--- config.mk ---
export PLATFORM = sky130hd
export DESIGN_NAME = mux_nx1_serializer_flat
export DESIGN_NICKNAME = d
export VERILOG_FILES = /design/src/rtl/mux_nx1_serializer_if.sv /design/src/rtl/mux_nx1_serializer.sv /design/src/flat_wrapper.sv
export SDC_FILE = /design/constraint.sdc
export NUM_CORES = 1
export LEC_CHECK = 0
export CAP_MARGIN = 0
export CORE_ASPECT_RATIO = 1.25
export CORE_MARGIN = 2
export CORE_UTILIZATION = 49
export CTS_CLUSTER_SIZE = 25
export DETAILED_ROUTE_END_ITERATION = 16
export PLACE_DENSITY_LB_ADDON = 0.05
export SLEW_MARGIN = 20
export SYNTH_ARGS = -nofsm -noshare
export SYNTH_HDL_FRONTEND = slang
export SYNTH_SLANG_ARGS = --single-unit
export TNS_END_PERCENT = 50
--- constraint.sdc ---
create_clock -name clk_4f -period 2 [get_ports clk_4f]
set_input_delay 0.4 -clock clk_4f [delete_from_list [all_inputs] [get_ports clk_4f]]
set_output_delay 0.4 -clock clk_4f [all_outputs]
set_load 0.02 [all_outputs]
--- src/rtl/mux_nx1_serializer_if.sv ---
// Lane bus between the striping stage and the serializer; the optional
// start-of-frame flag is present only when MUXL_SOF_EN is defined.
interface mux_nx1_serializer_if #(
   parameter int LANES  = 4,
   parameter int DATA_W = 8
);
   localparam int LANE_W = $clog2(LANES);

   logic [LANES*DATA_W-1:0] data_in;
   logic [LANES-1:0]        valid_in;
   logic [DATA_W-1:0]       data_out;
   logic                    valid_out;
   logic [LANE_W-1:0]       lane_out;
`ifdef MUXL_SOF_EN
   logic                    sof_out;
`endif

   // master: the side feeding lanes in and consuming the serial stream
   modport master (
      output data_in,
      output valid_in,
      input  data_out,
      input  valid_out,
      input  lane_out
`ifdef MUXL_SOF_EN
      , input sof_out
`endif
   );

   modport slave (
      input  data_in,
      input  valid_in,
      output data_out,
      output valid_out,
      output lane_out
`ifdef MUXL_SOF_EN
      , output sof_out
`endif
   );
endinterface

--- src/rtl/mux_nx1_serializer.sv ---
// LANES-to-1 parallel-to-serial lane multiplexer running on clk_4f, one lane per cycle.
// Optional feature macro: MUXL_SOF_EN adds a registered start-of-frame flag (sof_out).
module mux_nx1_serializer #(
   parameter int LANES        = 4,
   parameter int DATA_W       = 8,
   parameter int MASK_INVALID = 0
) (
   input  logic                 clk_4f,
   input  logic                 reset,
   mux_nx1_serializer_if.slave  bus
);
   localparam int LANE_W = $clog2(LANES);
   // Selector table is padded to a power of two so the phase index never leaves it.
   localparam int SEL_N  = 1 << LANE_W;
   localparam logic [LANE_W-1:0] LAST_PHASE = LANE_W'(LANES - 1);

   logic [LANE_W-1:0]       phase_q, phase_d;
   logic [LANES*DATA_W-1:0] snap_data_q, snap_data_d;
   logic [LANES-1:0]        snap_valid_q, snap_valid_d;
   logic [DATA_W-1:0]       data_out_q, data_out_d;
   logic                    valid_out_q, valid_out_d;
   logic [LANE_W-1:0]       lane_out_q, lane_out_d;

   logic                    frame_start;
   logic [DATA_W-1:0]       lane_data [SEL_N];
   logic [SEL_N-1:0]        lane_valid;
   logic [DATA_W-1:0]       sel_data;
   logic                    sel_valid;

   assign frame_start = (phase_q == '0);

   // Lane 0 is only ever selected on the capture edge, so it comes straight
   // from the inputs; the other lanes come from the frame snapshot.
   generate
      for (genvar gi = 0; gi < SEL_N; gi++) begin : g_sel
         if (gi == 0) begin : g_direct
            assign lane_data[gi]  = bus.data_in[DATA_W-1:0];
            assign lane_valid[gi] = bus.valid_in[0];
         end else if (gi < LANES) begin : g_snap
            assign lane_data[gi]  = snap_data_q[gi*DATA_W +: DATA_W];
            assign lane_valid[gi] = snap_valid_q[gi];
         end else begin : g_unused
            assign lane_data[gi]  = '0;
            assign lane_valid[gi] = 1'b0;
         end
      end
   endgenerate

   assign sel_data  = lane_data[phase_q];
   assign sel_valid = lane_valid[phase_q];

   always_ff @(posedge clk_4f) begin
      if (!reset) begin
         phase_q <= '0;
      end else begin
         phase_q <= phase_d;
      end
   end

   always_comb begin
      phase_d = phase_q + LANE_W'(1);
      if (phase_q == LAST_PHASE) begin
         phase_d = '0;
      end
   end

   always_comb begin
      snap_data_d  = snap_data_q;
      snap_valid_d = snap_valid_q;
      if (frame_start) begin
         snap_data_d  = bus.data_in;
         snap_valid_d = bus.valid_in;
      end
   end

   always_comb begin
      data_out_d  = sel_data;
      valid_out_d = sel_valid;
      lane_out_d  = phase_q;
      if ((MASK_INVALID != 0) && !sel_valid) begin
         data_out_d = '0;
      end
   end

   always_ff @(posedge clk_4f) begin
      if (!reset) begin
         snap_data_q  <= '0;
         snap_valid_q <= '0;
         data_out_q   <= '0;
         valid_out_q  <= 1'b0;
         lane_out_q   <= '0;
      end else begin
         snap_data_q  <= snap_data_d;
         snap_valid_q <= snap_valid_d;
         data_out_q   <= data_out_d;
         valid_out_q  <= valid_out_d;
         lane_out_q   <= lane_out_d;
      end
   end

   assign bus.data_out  = data_out_q;
   assign bus.valid_out = valid_out_q;
   assign bus.lane_out  = lane_out_q;

`ifdef MUXL_SOF_EN
   logic sof_q, sof_d;

   assign sof_d = frame_start;

   always_ff @(posedge clk_4f) begin
      if (!reset) begin
         sof_q <= 1'b0;
      end else begin
         sof_q <= sof_d;
      end
   end

   assign bus.sof_out = sof_q;
`endif

   phase_in_range: assert property (@(posedge clk_4f) disable iff (!reset) phase_q <= LAST_PHASE);

endmodule

--- src/flat_wrapper.sv ---
// flat-port wrapper written by rule: the top's interface ports become plain ports
module mux_nx1_serializer_flat 
#(
   parameter int LANES        = 4,
   parameter int DATA_W       = 8,
   parameter int MASK_INVALID = 0
)
  (clk_4f, reset, bus_data_in, bus_valid_in, bus_data_out, bus_valid_out, bus_lane_out);
  mux_nx1_serializer_if #(.LANES(LANES), .DATA_W(DATA_W)) bus_i ();
  input  logic clk_4f;
  input  logic reset;
  input wire logic [$bits(bus_i.data_in)-1:0] bus_data_in;
  input wire logic [$bits(bus_i.valid_in)-1:0] bus_valid_in;
  output wire logic [$bits(bus_i.data_out)-1:0] bus_data_out;
  output wire logic [$bits(bus_i.valid_out)-1:0] bus_valid_out;
  output wire logic [$bits(bus_i.lane_out)-1:0] bus_lane_out;
  assign bus_i.data_in = bus_data_in;
  assign bus_i.valid_in = bus_valid_in;
  assign bus_data_out = bus_i.data_out;
  assign bus_valid_out = bus_i.valid_out;
  assign bus_lane_out = bus_i.lane_out;
  mux_nx1_serializer #(.LANES(LANES), .DATA_W(DATA_W), .MASK_INVALID(MASK_INVALID)) u_core (.clk_4f(clk_4f), .reset(reset), .bus(bus_i));
endmodule
# Word level (Yosys, flattened, before mapping)

Cells that the tools add are included.

Register bits: 49
Bits in latches: 0
RAM bits: 0
Bits in read-only memories: 0
Input port bits: 38
Output and inout port bits: 11
Memories kept: 0

Add/subtract/negate cells: 1
Multipliers: 0
Divide/modulo/power cells: 0
$lt $le $gt $ge: 2
Equality and inequality tests: 1
Shift-type cells: 0
Mux-type cells: 5
Bitwise gates (word level): 2
Reduce and logical (&&, ||, !) cells: 2

Operators with widths:

| kind                                                                  | count |
|---|---|
| 8-bit binary-select mux with 2-bit select                             | 1 |
| 8-bit 2-to-1 mux                                                      | 2 |
| 3-bit greater-or-equal comparator (second input constant)             | 1 |
| 2-bit by 3-bit < comparator with 1-bit output (second input constant) | 1 |
| 2-bit inverter with 3-bit output                                      | 1 |
| 2-bit by 1-bit adder with 2-bit output (second input constant)        | 1 |
| 1-bit binary-select mux with 2-bit select                             | 1 |
| 2-bit equality test (second input constant)                           | 1 |
| 2-bit zero test                                                       | 1 |
| 2-bit OR reduction                                                    | 1 |
| 1-bit 2-to-1 mux                                                      | 1 |
| 1-bit inverter                                                        | 1 |

# Depth between registers and ports, before layout

Gate-level depths: netlist of run 1.

Depth in word-level cells: 4
Gate-level depth with buffers: 7
Gate-level depth less buffers: 4

# Worst setup path before layout of run 1

No wires, ideal clock.

Path type: register to register
From: register u_core.phase_q[1] (netlist: u_core.lane_out_d[1])
To: register u_core.snap_data_q[10]
Arrival time: 1.235 ns
Data required time: 1.884 ns
Path slack: 0.649 ns
Stages on the path, launching flop included: 8
Clock period less this slack: 1.351 ns
Cells stage by stage: dfxtp_1 -> buf_4 -> inv_1 -> ha_1 -> buf_6 -> buf_12 -> mux2i_1 -> nor2b_1

Cells in the longest elaborated chain, start to end: 1

Ends and longest elaborated chain:

| what                     | RTL line                 | text |
|---|---|---|
| start: declaration       | mux_nx1_serializer.sv:17 | `logic [LANE_W-1:0] phase_q, phase_d;` |
| start signal: assignment | mux_nx1_serializer.sv:56 | `phase_q <= phase_d;` |
| 2-bit zero test          | mux_nx1_serializer.sv:30 | `assign frame_start = (phase_q == '0);` |
| end signal: assignment   | mux_nx1_serializer.sv:93 | `snap_data_q <= snap_data_d;` |
| end: declaration         | mux_nx1_serializer.sv:18 | `logic [LANES*DATA_W-1:0] snap_data_q, snap_data_d;` |

No other way between the ends.
A chain may end at the register's enable or synchronous reset.

# Worst setup path after layout of run 1

From: register u_core.data_out_q[7] (netlist: u_core.bus.data_out[7])
To: output port bus_data_out[7]

RTL lines:

| what                     | RTL line                 | text |
|---|---|---|
| start: declaration       | mux_nx1_serializer.sv:20 | `logic [DATA_W-1:0] data_out_q, data_out_d;` |
| start signal: assignment | mux_nx1_serializer.sv:95 | `data_out_q <= data_out_d;` |
| end: declaration         | flat_wrapper.sv:14       | `output wire logic [$bits(bus_i.data_out)-1:0] bus_data_out;` |

No word-level cell between the ends.

==> impl_summary.txt, run 1 <==
----------------------------------------------------
[Status]
  Run status ... finished, final reports clean

[Synth]
  XOR/XNOR share of the synthesized area ... 0%
  Arithmetic-cell share of the synthesized area counting full adders, half adders and majority gates ... 1.53%
  Count of synthesis-stage warnings from yosys ... 0
  Cell Area, Synth ... 1630 sq um
  Count of state elements after synthesis ... 40
  Library cells used by synthesis ... 17
  Gate count of the mapped netlist ... 140
  Average size of a mapped cell ... 11.7 sq um
  Compound-cell area share of the yosys netlist ... 3.45%
  Portion of the post-synthesis area used by sequential elements ... 49.0%
  Largest family of logic cells by synthesized area ... multiplexers
  Portion of netlist area occupied by mux cells ... 27.6%
  Post-synthesis cell type with the largest combined area ... sky130_fd_sc_hd__dfxtp_1
  Basic-gate share of the synthesized area counting and, or, nand and nor cells ... 12.3%
  Share of the synthesized area in the top cell type ... 49.0%
  Number of nets in the synthesized netlist ... 180
  Synth area leaders ... sky130_fd_sc_hd__dfxtp_1, sky130_fd_sc_hd__mux2i_1, sky130_fd_sc_hd__nor2b_1, sky130_fd_sc_hd__o22ai_1, sky130_fd_sc_hd__buf_12

[Global routing]
  Wire length of the first global-routing pass ... 5580 um
  Global-route total usage across every layer ... 19.3%
  Residual overflow from global routing ... 0
  Pin count of the biggest net entering global routing ... 17
  Initial antenna violation count ... 0
  Number of global-route vias before repair ... 1,188

[Route]
  Detailed-route DRC error count ... 0
  Met2 wire length ... 1700 um
  Total routed wire length on the met1 layer ... 1360 um
  Number of DRC markers in iteration 0 ... 23
  Routed wire length on met3 ... 201 um
  Vias after detailed routing ... 1,141
  Uppermost metal layer occupied by signal nets ... met4
  Routed wire length per instance ... 14.4 um
  Wire length reported by the detailed router ... 3300 um
  Router iterations before antenna repair ... 2
  Via-per-instance ratio ... 4.98
  Detail Route Antenna Nets ... 0

[Worst setup path]
  Critical path arrival ... 1210 ps
  Critical Path Start Type ... flop
  Required arrival time at the worst endpoint ... 1600 ps
  Gate family responsible for the most delay along the worst path ... buffers and inverters
  Worst R2R Setup Slack ... 610 ps
  Critical path's slowest cell ... sky130_fd_sc_hd__clkdlybuf4s50_1
  Cell chain of the critical path ... clkdlybuf4s50_1
  Kind of end point of the critical path ... output pin
  Critical path type ... reg -> out
  Critical Path Max Stage Delay ... 600 ps
  Buffers plus inverters on the worst setup path ... 1
  Peak fanout along the critical path ... 1

[Final layout]
  Post-synthesis to final-layout area growth ... 34.4%
  Post-layout nets ... 232
  Core occupancy in the finished layout ... 68.7%
  Leading cell type in the layout, fill and taps excluded ... sky130_fd_sc_hd__clkdlybuf4s50_1
  Count of inserted antenna diode cells ... 0
  Top library cells by usage in the layout, fill and taps aside ... sky130_fd_sc_hd__clkdlybuf4s50_1, sky130_fd_sc_hd__mux2i_1, sky130_fd_sc_hd__dfxtp_1, sky130_fd_sc_hd__nor2b_1, sky130_fd_sc_hd__o22ai_1
  Proportion of layout cells with a drive suffix above 1 ... 6.25%

[Job]
  Count of maximum capacitance violations ... 0

[Floorplan]
  I/O Pins ... 49
  Die area ... 3810 sq um
  Standard-cell row count ... 23
  Core footprint ... 3190 sq um
  Starting density of the core ... 51.1%
  Die outline width ... 55.6 um
  Height of the die ... 68.5 um

[Pwr]
  Share of total power in combinational logic ... 24.8%
  Static leakage power ... 0.913 nW
  Power spent charging and discharging nets ... 0.500 mW
  Maximum vdd ir drop ... 0.628 mV
  Sequential Power Share ... 49.3%
  Power per standard cell area ... 859 nW/um^2
  Net switching fraction of the power ... 26.5%
  Portion of total power attributed to the clock network ... 25.9%
  Cell internal pwr ... 1.39 mW

[Timing]
  Final-report max-slew violation count ... 0
  Setup TNS after final layout ... 0 ps
  Final critical path time including I/O delays and setup ... 1610 ps
  Finish-stage setup viols ... 0
  Transition time at the pin with the least slew margin ... 303 ps
  Max transition margin ... 79.8%
  Final hold viol count ... 0
  RSZ-0062 raised after global routing ... false
  Post-route clock period utilization ... 80.7%
  Setup skew after layout ... 4.95 ps
  Maximum achievable frequency ... 620 MHz

[CTS]
  Clock insertion delay at the later pin of the skew report ... 290 ps
  Buffer levels on the longest clock path ... 2
  TritonCTS clock tree ... built
  Post-CTS Setup Repair Bufs ... 0
  Quantity of gates resized following cts ... 0
  Root buffer selected by CTS ... sky130_fd_sc_hd__clkbuf_8
  Hold-fix buffers at CTS ... 0
  CTS Buf Count ... 5
  Number of sinks on the clock net ... 40
  Maximum level of the CTS H-tree ... 2
  Clock-pin slew of the registers on the worst-case setup and hold paths ... 70 ps

[Worst hold path]
  Path category of the worst min-delay check ... reg -> reg

[Place]
  Weighted congestion reported at the end of routability-driven placement ... 0.757
  Count of input and output buffers ... 48
  Detailed placer's ending HPWL ... 2520 um

----------------------------------------------------
[logic make-up after synthesis]
logic type / after synthesis
buf+inv: 12
compound gates: 9
mux: 45
simple gates: 32
flops: 40
fa+ha+maj: 2
[metrics by stage]
stage / total power [mW] / setup slack (ps) / instance area (sq um) / hold slack (ps) / std cells
final: 1.89 / 387 / 2190 / 512 / 229
after global routing: 1.99 / 346 / 2190 / 537 / 229
after CTS: 1.91 / 370 / 2190 / 506 / 229
after detailed placement: 1.42 / 446 / 2120 / 495 / 222
after global placement: 1.40 / 509 / 2120 / 476 / 222
after floorplan: 1.27 / 649 / 1630 / 459 / 140
[Yosys cell counts, drive strengths merged]
cell,number
clkbuf,3
mux2i,45
and3b,1
and2,1
o22ai,9
dfxtp,40
nor3b,1
nor2b,27
nand2b,1
inv,3
buf,6
ha,2
nand2,1
[area by class of cell]
type / instances / area (sq um)
Sequential cell: 40 / 801
Clock inverter: 1 / 5.00
Clock buffer: 6 / 72.6
Multi-Input combinational cell: 88 / 733
Timing Repair Buffer: 54 / 526
Tap cell: 37 / 46.3
Inverter: 3 / 11.3
Fill cell: 280 / 1000
[final timing paths]
path,from,to,depth (start not counted)
hold / removal,u_core.lane_out_d[0]$_SDFF_PP0_,u_core.lane_out_d[0]$_SDFF_PP0_,1
hold reg to reg,u_core.lane_out_d[0]$_SDFF_PP0_,u_core.lane_out_d[0]$_SDFF_PP0_,1
setup / recovery,u_core.bus.data_out[7]$_SDFF_PN0_,bus_data_out[7],1
setup reg to reg,u_core.lane_out_d[1]$_SDFF_PP0_,u_core.bus.data_out[7]$_SDFF_PN0_,3
[state kept, by name, indices dropped and copies added, names as in the netlist]
register,count
u_core.bus.valid_out,1
u_core.bus.lane_out,2
u_core.lane_out_d,2
u_core.snap_data_q,24
u_core.snap_valid_q,3
u_core.bus.data_out,8
[per-layer routing]
layer,GRT usage (%),vias to the layer above
met5,0,-
met4,7.93,0
met3,6.90,7
met2,34.1,31
met1,21.4,525
li1,-,578
[power by group through the flow]
| stage | registers (mW) | clock network (mW) | logic [mW] |
|---|---|---|---|
| 6_report | 0.930 | 0.488 | 0.468 |
| 5_1_grt | 0.939 | 0.545 | 0.508 |
| 4_1_cts | 0.930 | 0.505 | 0.475 |
| 3_5_place_dp | 0.948 | 0 | 0.474 |
| 3_3_place_gp | 0.942 | 0 | 0.463 |
| 2_1_floorplan | 0.962 | 0 | 0.307 |
Note: power is estimated with default switching activity, not from simulation.
==> run 2: changes to the inputs <==
--- a/config.mk
+++ b/config.mk
@@ -8,7 +8,7 @@
 export CAP_MARGIN = 0
 export CORE_ASPECT_RATIO = 1.25
 export CORE_MARGIN = 2
-export CORE_UTILIZATION = 49
+export CORE_UTILIZATION = 46
 export CTS_CLUSTER_SIZE = 25
 export DETAILED_ROUTE_END_ITERATION = 16
 export PLACE_DENSITY_LB_ADDON = 0.05
==> constraint.sdc (replaced) <==
create_clock -name clk_4f -period 1.55 [get_ports clk_4f]
set_input_delay 0.31 -clock clk_4f [delete_from_list [all_inputs] [get_ports clk_4f]]
set_output_delay 0.31 -clock clk_4f [all_outputs]
set_load 0.02 [all_outputs]
==> run 2 against run 1 <==
  * Utilization fell by 4.4 points
  * Combinational power up 29%
  * Hold slack got worse by 15 ps
  * Final cell count grew 1.3%
  * Non-clock buffer count unchanged
  * Total power rose by 31%
  * Largest power group unchanged
  * First-iteration DRC count fell by 30%
  * Sequential cell count stayed put
  * Register-to-register slack got worse by 310 ps
  * Clock skew shrank 2.2 ps
  * Routed wire length decreased by 4.2%
  * Largest cell class unchanged
==> impl_summary.txt, run 2 (synthesis gave the netlist of run 1 again) <==
----------------------------------------------------
[Status]
  Run status ... finished, final reports clean

[Timing]
  Maximum achievable frequency ... 666 MHz
  Post-route clock period utilization ... 96.8%
  Max transition margin ... 79.2% (-0.57 points)
  Setup skew after layout ... 2.78 ps (-2.17 ps)
  Setup TNS after final layout ... 0 ps (unchanged)
  Transition time at the pin with the least slew margin ... 311 ps (+8.19 ps)
  Final-report max-slew violation count ... 0 (unchanged)
  Final critical path time including I/O delays and setup ... 1500 ps
  RSZ-0062 raised after global routing ... false
  Hold slack ... 496 ps (-15.5 ps)
  Worst-case setup margin in the final layout ... 49.3 ps (-338 ps)
  Finish-stage setup viols ... 0 (unchanged)
  Final hold viol count ... 0 (unchanged)

[Final layout]
  Max reg flops ... 24 (unchanged)
  Register ranked first by flip-flop count ... u_core.snap_data_q
  Leading cell type in the layout, fill and taps excluded ... sky130_fd_sc_hd__mux2i_1
  Count of inserted antenna diode cells ... 0 (unchanged)
  Top library cells by usage in the layout, fill and taps aside ... sky130_fd_sc_hd__mux2i_1, sky130_fd_sc_hd__clkdlybuf4s50_1, sky130_fd_sc_hd__dfxtp_1, sky130_fd_sc_hd__nor2b_1, sky130_fd_sc_hd__o22ai_1
  Post-synthesis to final-layout area growth ... 35.9%
  Post-layout nets ... 232 (unchanged)
  Proportion of layout cells with a drive suffix above 1 ... 6.22% (-0.032 points)

[CTS]
  Post-CTS Setup Repair Bufs ... 0 (unchanged)
  Clock insertion delay at the later pin of the skew report ... 280 ps (about the same)
  Number of sinks on the clock net ... 40 (unchanged)
  Clock-pin slew of the registers on the worst-case setup and hold paths ... 70 ps (about the same)
  TritonCTS clock tree ... built
  Maximum level of the CTS H-tree ... 2 (unchanged)
  Buffer levels on the longest clock path ... 2 (unchanged)
  CTS Buf Count ... 5 (unchanged)
  Root buffer selected by CTS ... sky130_fd_sc_hd__clkbuf_8

[Floorplan]
  Standard-cell row count ... 24 (+4.3%)
  Starting density of the core ... 47.3% (-3.8 points)
  Core footprint ... 3450 sq um (+8.1%)
  Height of the die ... 70.6 um (+3.0%)
  I/O Pins ... 49 (unchanged)
  Die area ... 4050 sq um (+6.1%)
  Die outline width ... 57.3 um (+3.0%)

[Pwr]
  Maximum vdd ir drop ... 0.753 mV (+20%)
  Power per standard cell area ... 1110 nW/um^2 (+30%)
  Static leakage power ... 0.980 nW (+7.3%)

[Place]
  Setup WS pre-CTS ... 195 ps (-252 ps)
  Weighted congestion reported at the end of routability-driven placement ... 0.781 (+3.2%)
  Detailed placer's ending HPWL ... 2440 um (-3.4%)
  Count of input and output buffers ... 48 (unchanged)

[Route]
  Met2 wire length ... 1590 um (-6.6%)
  Routed wire length on met3 ... 197 um (-2.0%)
  Detailed-route DRC error count ... 0 (unchanged)
  Wire length reported by the detailed router ... 3160 um (-4.2%)
  Vias after detailed routing ... 1,149 (+0.70%)
  Uppermost metal layer occupied by signal nets ... met4
  Total routed wire length on the met1 layer ... 1330 um (-2.1%)
  Routed wire length per instance ... 13.6 um (-5.4%)
  Number of DRC markers in iteration 0 ... 16 (-30%)
  Via-per-instance ratio ... 4.95 (-0.60%)
  Detail Route Antenna Nets ... 0 (unchanged)
  Router iterations before antenna repair ... 4 (+2)

[Worst setup path]
  Critical Path Start Type ... flop
  Critical path's slowest cell ... sky130_fd_sc_hd__clkdlybuf4s50_1
  Cell chain of the critical path ... clkdlybuf4s50_1
  Critical path type ... reg -> out
  Critical path arrival ... 1190 ps (-20 ps)
  Gate family responsible for the most delay along the worst path ... buffers and inverters
  Buffers plus inverters on the worst setup path ... 1 (unchanged)
  Kind of end point of the critical path ... output pin
  Required arrival time at the worst endpoint ... 1240 ps (-360 ps)
  Peak fanout along the critical path ... 1 (unchanged)
  Critical Path Max Stage Delay ... 590 ps (about the same)

[Global routing]
  Number of global-route vias before repair ... 1,211 (+1.9%)
  Initial antenna violation count ... 0 (unchanged)
  Residual overflow from global routing ... 0 (unchanged)
  Wire length of the first global-routing pass ... 5350 um (-4.1%)
  Global-route total usage across every layer ... 17.3% (-2.0 points)
  Pin count of the biggest net entering global routing ... 18 (+1)

[Job]
  Count of maximum capacitance violations ... 0 (unchanged)

[Worst hold path]
  Path category of the worst min-delay check ... reg -> reg

----------------------------------------------------
run 2: cell types whose count changed in the layout (fill, tap and decap cells not counted), sizes merged:
cell / change
clkdlybuf4s50: -4
dlymetal6s2s: +4
clkbuf: +2
clkinv: -1
run 2: area by class of cell:
| cell class | count | area, sq um |
|---|---|---|
| Tap cell | 39 | 48.8 |
| Multi-Input combinational cell | 88 | 733 |
| Fill cell | 308 | 1230 |
| Timing Repair Buffer | 54 | 536 |
| Sequential cell | 40 | 801 |
| Inverter | 3 | 11.3 |
| Clock buffer | 8 | 90.1 |
run 2: worst paths after layout:
kind,startpoint,end,slack (ps),cells after the start
max,u_core.bus.lane_out[0]$_SDFF_PN0_,bus_lane_out[0],50,1
min,u_core.lane_out_d[0]$_SDFF_PP0_,u_core.lane_out_d[0]$_SDFF_PP0_,500,1
max reg2reg,u_core.lane_out_d[0]$_SDFF_PP0_,u_core.snap_data_q[30]$_SDFFE_PN0N_,300,5
min reg2reg,u_core.lane_out_d[0]$_SDFF_PP0_,u_core.lane_out_d[0]$_SDFF_PP0_,500,1
run 2: where the power goes:
part | internal [mW] | switching, mW
sequential | 1.14 | 0.0501
clock | 0.363 | 0.321
combinational | 0.338 | 0.264
total | 1.84 | 0.635
run 2: layer usage:
metal	GRT usage, %	up-vias
met2	29.4	35
met3	5.85	7
li1	-	583
met4	7.49	0
met5	0	-
met1	19.7	524
run 2: repair_timing:
action                     in CTS  in global routing
setup endpoints to repair       0                  4
resized for setup               0                  4
hold buffers                    0                  0
run 2: per-stage QoR:
stage          utilization (%)  total power [mW]  instances  instance area [sq um]
2_1_floorplan                -              1.64        140                   1630
3_3_place_gp              61.4              1.81        224                   2120
3_5_place_dp              61.4              1.83        224                   2120
4_1_cts                   64.0              2.51        232                   2210
5_1_grt                   64.3              2.61        232                   2220
6_report                  64.3              2.47        232                   2220
==> run 3: changes to the inputs <==
--- a/config.mk
+++ b/config.mk
@@ -5,13 +5,14 @@
 export SDC_FILE = /design/constraint.sdc
 export NUM_CORES = 1
 export LEC_CHECK = 0
+export ABC_AREA = 1
 export CAP_MARGIN = 0
 export CORE_ASPECT_RATIO = 1.25
 export CORE_MARGIN = 2
 export CORE_UTILIZATION = 46
 export CTS_CLUSTER_SIZE = 25
 export DETAILED_ROUTE_END_ITERATION = 16
-export PLACE_DENSITY_LB_ADDON = 0.05
+export PLACE_DENSITY_LB_ADDON = 0.2
 export SLEW_MARGIN = 20
 export SYNTH_ARGS = -nofsm -noshare
 export SYNTH_HDL_FRONTEND = slang
==> run 3 against run 2 <==
  * Clock power increased by 7.0%
  * Global-route usage up 1.2 points
  * Cell area rose by 1.9%
  * Count of clock-buffer cells in the layout down 1
  * Sequential share of layout area fell by 0.68 points
  * Synthesized cell count increased by 56%
  * Via count rose by 27%
  * Clock skew up 2.9 ps
  * Non-clock buffer count up 1
  * Critical path type unchanged
==> impl_summary.txt, run 3 <==
----------------------------------------------------
[Status]
  Run status ... finished, final reports clean

[Timing]
  RSZ-0062 raised after global routing ... false
  Maximum achievable frequency ... 660 MHz (-0.91%)
  Max transition margin ... 77.9% (-1.3 points)
  Post-route clock period utilization ... 97.7% (+0.89 points)
  Worst-case setup margin in the final layout ... 35.6 ps (-13.7 ps)
  Final hold viol count ... 0 (unchanged)
  Final critical path time including I/O delays and setup ... 1510 ps (+13.7 ps)
  Transition time at the pin with the least slew margin ... 331 ps (+20.4 ps)
  Setup TNS after final layout ... 0 ps (unchanged)
  Final-report max-slew violation count ... 0 (unchanged)
  Finish-stage setup viols ... 0 (unchanged)
  Setup skew after layout ... 5.69 ps (+2.92 ps)

[CTS]
  Root buffer selected by CTS ... sky130_fd_sc_hd__clkbuf_8
  Buffer levels on the longest clock path ... 2 (unchanged)
  Number of sinks on the clock net ... 40 (unchanged)
  Post-CTS Setup Repair Bufs ... 0 (unchanged)
  TritonCTS clock tree ... built
  Maximum level of the CTS H-tree ... 2 (unchanged)
  Clock-pin slew of the registers on the worst-case setup and hold paths ... 70 ps (about the same)
  Quantity of gates resized following cts ... 0 (unchanged)
  Hold-fix buffers at CTS ... 0 (unchanged)
  CTS Buf Count ... 5 (unchanged)
  Clock insertion delay at the later pin of the skew report ... 290 ps (about the same)

[Floorplan]
  I/O Pins ... 49 (unchanged)
  Die outline width ... 56.9 um (-0.75%)
  Starting density of the core ... 46.9% (-0.35 points)
  Height of the die ... 70.1 um (-0.76%)
  Standard-cell row count ... 24 (unchanged)
  Core footprint ... 3420 sq um (-0.87%)
  Die area ... 3980 sq um (-1.5%)

[Worst setup path]
  Buffers plus inverters on the worst setup path ... 1 (unchanged)
  Critical Path Max Stage Delay ... 590 ps (about the same)
  Critical path type ... reg -> out
  Gate family responsible for the most delay along the worst path ... buffers and inverters
  Critical Path Start Type ... flop
  Cell chain of the critical path ... clkdlybuf4s50_1
  Peak fanout along the critical path ... 1 (unchanged)
  Path length in cells of the critical path ... 1 (unchanged)
  Required arrival time at the worst endpoint ... 1240 ps (about the same)
  R2r worst-path depth ... 6 (+1)
  Kind of end point of the critical path ... output pin
  Critical path arrival ... 1200 ps (about the same)
  Critical path's slowest cell ... sky130_fd_sc_hd__clkdlybuf4s50_1

[Final layout]
  Count of inserted antenna diode cells ... 0 (unchanged)
  Core occupancy in the finished layout ... 66.1% (+1.8 points)
  Register ranked first by flip-flop count ... u_core.snap_data_q
  Max reg flops ... 24 (unchanged)
  Proportion of layout cells with a drive suffix above 1 ... 6.37% (+0.15 points)
  Leading cell type in the layout, fill and taps excluded ... sky130_fd_sc_hd__clkdlybuf4s50_1
  Filler Cells Inserted ... 324 (+5.2%)
  Post-layout nets ... 307 (+32%)
  Total area of multi-input combinational cells ... 586 sq um (-20%)
  Post-synthesis to final-layout area growth ... 40.8%
  Top library cells by usage in the layout, fill and taps aside ... sky130_fd_sc_hd__clkdlybuf4s50_1, sky130_fd_sc_hd__dfxtp_1, sky130_fd_sc_hd__inv_1, sky130_fd_sc_hd__nand2_1, sky130_fd_sc_hd__a21oi_1
  Final cell count without fillers ... 306 (+32%)
  Sequential cell area in the final layout ... 801 sq um (unchanged)

[Synth]
  Library cells used by synthesis ... 14 (-3)
  Most used standard cells in the synthesized netlist ... sky130_fd_sc_hd__dfxtp_1, sky130_fd_sc_hd__inv_1, sky130_fd_sc_hd__nand2_1
  Most common cell in the synthesized netlist ... sky130_fd_sc_hd__dfxtp_1
  Number of nets in the synthesized netlist ... 258 (+43%)
  Share of the synthesized area in the top cell type ... 49.8% (+0.80 points)
  Most instantiated flip-flop cell in the synthesis netlist ... sky130_fd_sc_hd__dfxtp_1
  Number of synthesized flops with an enable pin ... 0 (unchanged)
  Post-synthesis cell type with the largest combined area ... sky130_fd_sc_hd__dfxtp_1
  Synth area leaders ... sky130_fd_sc_hd__dfxtp_1, sky130_fd_sc_hd__a21oi_1, sky130_fd_sc_hd__inv_1, sky130_fd_sc_hd__nand2_1, sky130_fd_sc_hd__o21ai_0
  Ys async rst share ... 0% (unchanged)
  Portion of the post-synthesis area used by sequential elements ... 49.8% (+0.80 points)
  Cell Area, Synth ... 1610 sq um (-1.6%)
  Count of state elements after synthesis ... 40 (unchanged)
  Count of synthesis-stage warnings from yosys ... 0 (unchanged)
  Average size of a mapped cell ... 7.37 sq um (-37%)
  Gate count of the mapped netlist ... 218 (+56%)

[Pwr]
  Total Power ... 2.60 mW (+5.1%)
  Maximum vdd ir drop ... 0.783 mV (+4.0%)
  Power per standard cell area ... 1150 nW/um^2 (+3.2%)
  Sequential Power Share ... 46.4% (-1.7 points)
  Net switching fraction of the power ... 28.1% (+2.5 points)
  Power spent charging and discharging nets ... 0.732 mW (+15%)
  Portion of total power attributed to the clock network ... 28.1% (+0.5 points)
  Cell internal pwr ... 1.87 mW (+1.7%)
  Share of total power in combinational logic ... 25.5% (+1.2 points)
  Static leakage power ... 1.09 nW (+12%)

[Global routing]
  Pin count of the biggest net entering global routing ... 33 (+15)
  Global-route total usage across every layer ... 18.5% (+1.2 points)
  Wire length of the first global-routing pass ... 5690 um (+6.5%)
  Residual overflow from global routing ... 0 (unchanged)
  Number of global-route vias before repair ... 1,351 (+12%)
  Initial antenna violation count ... 0 (unchanged)

[Route]
  Wire length reported by the detailed router ... 3490 um (+10%)
  Via-per-instance ratio ... 4.75 (-4.0%)
  Vias after detailed routing ... 1,455 (+27%)
  Detailed-route DRC error count ... 0 (unchanged)
  Routed wire length per instance ... 11.4 um (-16%)
  Detail Route Antenna Nets ... 0 (unchanged)
  Router iterations before antenna repair ... 4 (unchanged)
  Number of DRC markers in iteration 0 ... 33 (+17)

[Place]
  Weighted congestion reported at the end of routability-driven placement ... 0.764 (-2.2%)
  Count of input and output buffers ... 48 (unchanged)
  Setup WS pre-CTS ... 197 ps (+1.87 ps)
  Number of placed instances, taps included ... 299 (+33%)
  Detailed placer's ending HPWL ... 2380 um (-2.5%)

[Worst hold path]
  Worst hold stages ... 2 (+1)
  Path category of the worst min-delay check ... reg -> reg

[Job]
  Count of maximum capacitance violations ... 0 (unchanged)

----------------------------------------------------
-- run 3: cell count changes after synthesis, moves of 4 or more --
| cell | change |
|---|---|
| sky130_fd_sc_hd__mux2i_1 | -45 |
| sky130_fd_sc_hd__nand2_1 | +37 |
| sky130_fd_sc_hd__nand3_1 | +18 |
| sky130_fd_sc_hd__inv_1 | +36 |
| sky130_fd_sc_hd__buf_2 | +4 |
| sky130_fd_sc_hd__o21ai_0 | +24 |
| sky130_fd_sc_hd__nor2b_1 | -27 |
| sky130_fd_sc_hd__clkbuf_1 | +4 |
| sky130_fd_sc_hd__o22ai_1 | -9 |
| sky130_fd_sc_hd__a21oi_1 | +36 |
-- run 3: area by class of cell --
class	instances	share of cell area [%]
multi-input combinational	123	25.9
clock buffer	7	4.26
tap	39	2.16
timing repair buffer	55	25.3
sequential	40	35.4
inverter	42	6.97
-- run 3: metal layers --
layer	GRT usage, %	vias up	share of wire (%)
met2	30.4	35	48
li1	-	782	-
met4	8.53	0	2.0
met5	0	-	0
met1	21.9	633	44
met3	5.93	5	5.9
-- run 3: final timing paths --
kind                                            start                                   to  slack [ps]
setup reg to reg      u_core.lane_out_d[0]$_SDFF_PP0_  u_core.snap_data_q[15]$_SDFFE_PN0N_         270
hold / removal    u_core.snap_data_q[23]$_SDFFE_PN0N_  u_core.snap_data_q[23]$_SDFFE_PN0N_         460
hold reg to reg   u_core.snap_data_q[23]$_SDFFE_PN0N_  u_core.snap_data_q[23]$_SDFFE_PN0N_         460
setup / recovery    u_core.bus.data_out[0]$_SDFF_PN0_                      bus_data_out[0]          40
-- run 3: logic make-up (layout without fill, tap and decap cells) --
| logic type | count (synthesis) | count (layout) | share of synthesized area [%] |
|---|---|---|---|
| AOI/OAI and AO/OA | 63 | 63 | 19.6 |
| and+or+nand+nor | 58 | 58 | 15.3 |
| buffers and inverters | 55 | 104 | 13.7 |
| DFF | 40 | 40 | 49.8 |
| adders and majority gates | 2 | 2 | 1.56 |
-- run 3: stage by stage --
| step | hold slack [ps] | cell area (sq um) |
|---|---|---|
| 3_5_place_dp | 446 | 2150 |
| 2_1_floorplan | 429 | 1610 |
| 5_1_grt | 471 | 2260 |
| 3_3_place_gp | 442 | 2150 |
| 4_1_cts | 458 | 2250 |
| 6_report | 457 | 2260 |
-- run 3: worst min-delay path, stage by stage (launching register included) --
cell	delay, ps
sky130_fd_sc_hd__dfxtp_1	300
sky130_fd_sc_hd__inv_1	60
sky130_fd_sc_hd__a21oi_1	60
-- run 3: power groups by stage --
stage	clock network, mW	logic [mW]	registers (mW)
final	0.731	0.662	1.21
after floorplan	0	0.346	1.27
after CTS	0.738	0.674	1.21
after global placement	0	0.658	1.23
after detailed placement	0	0.669	1.23
after global routing	0.799	0.739	1.22
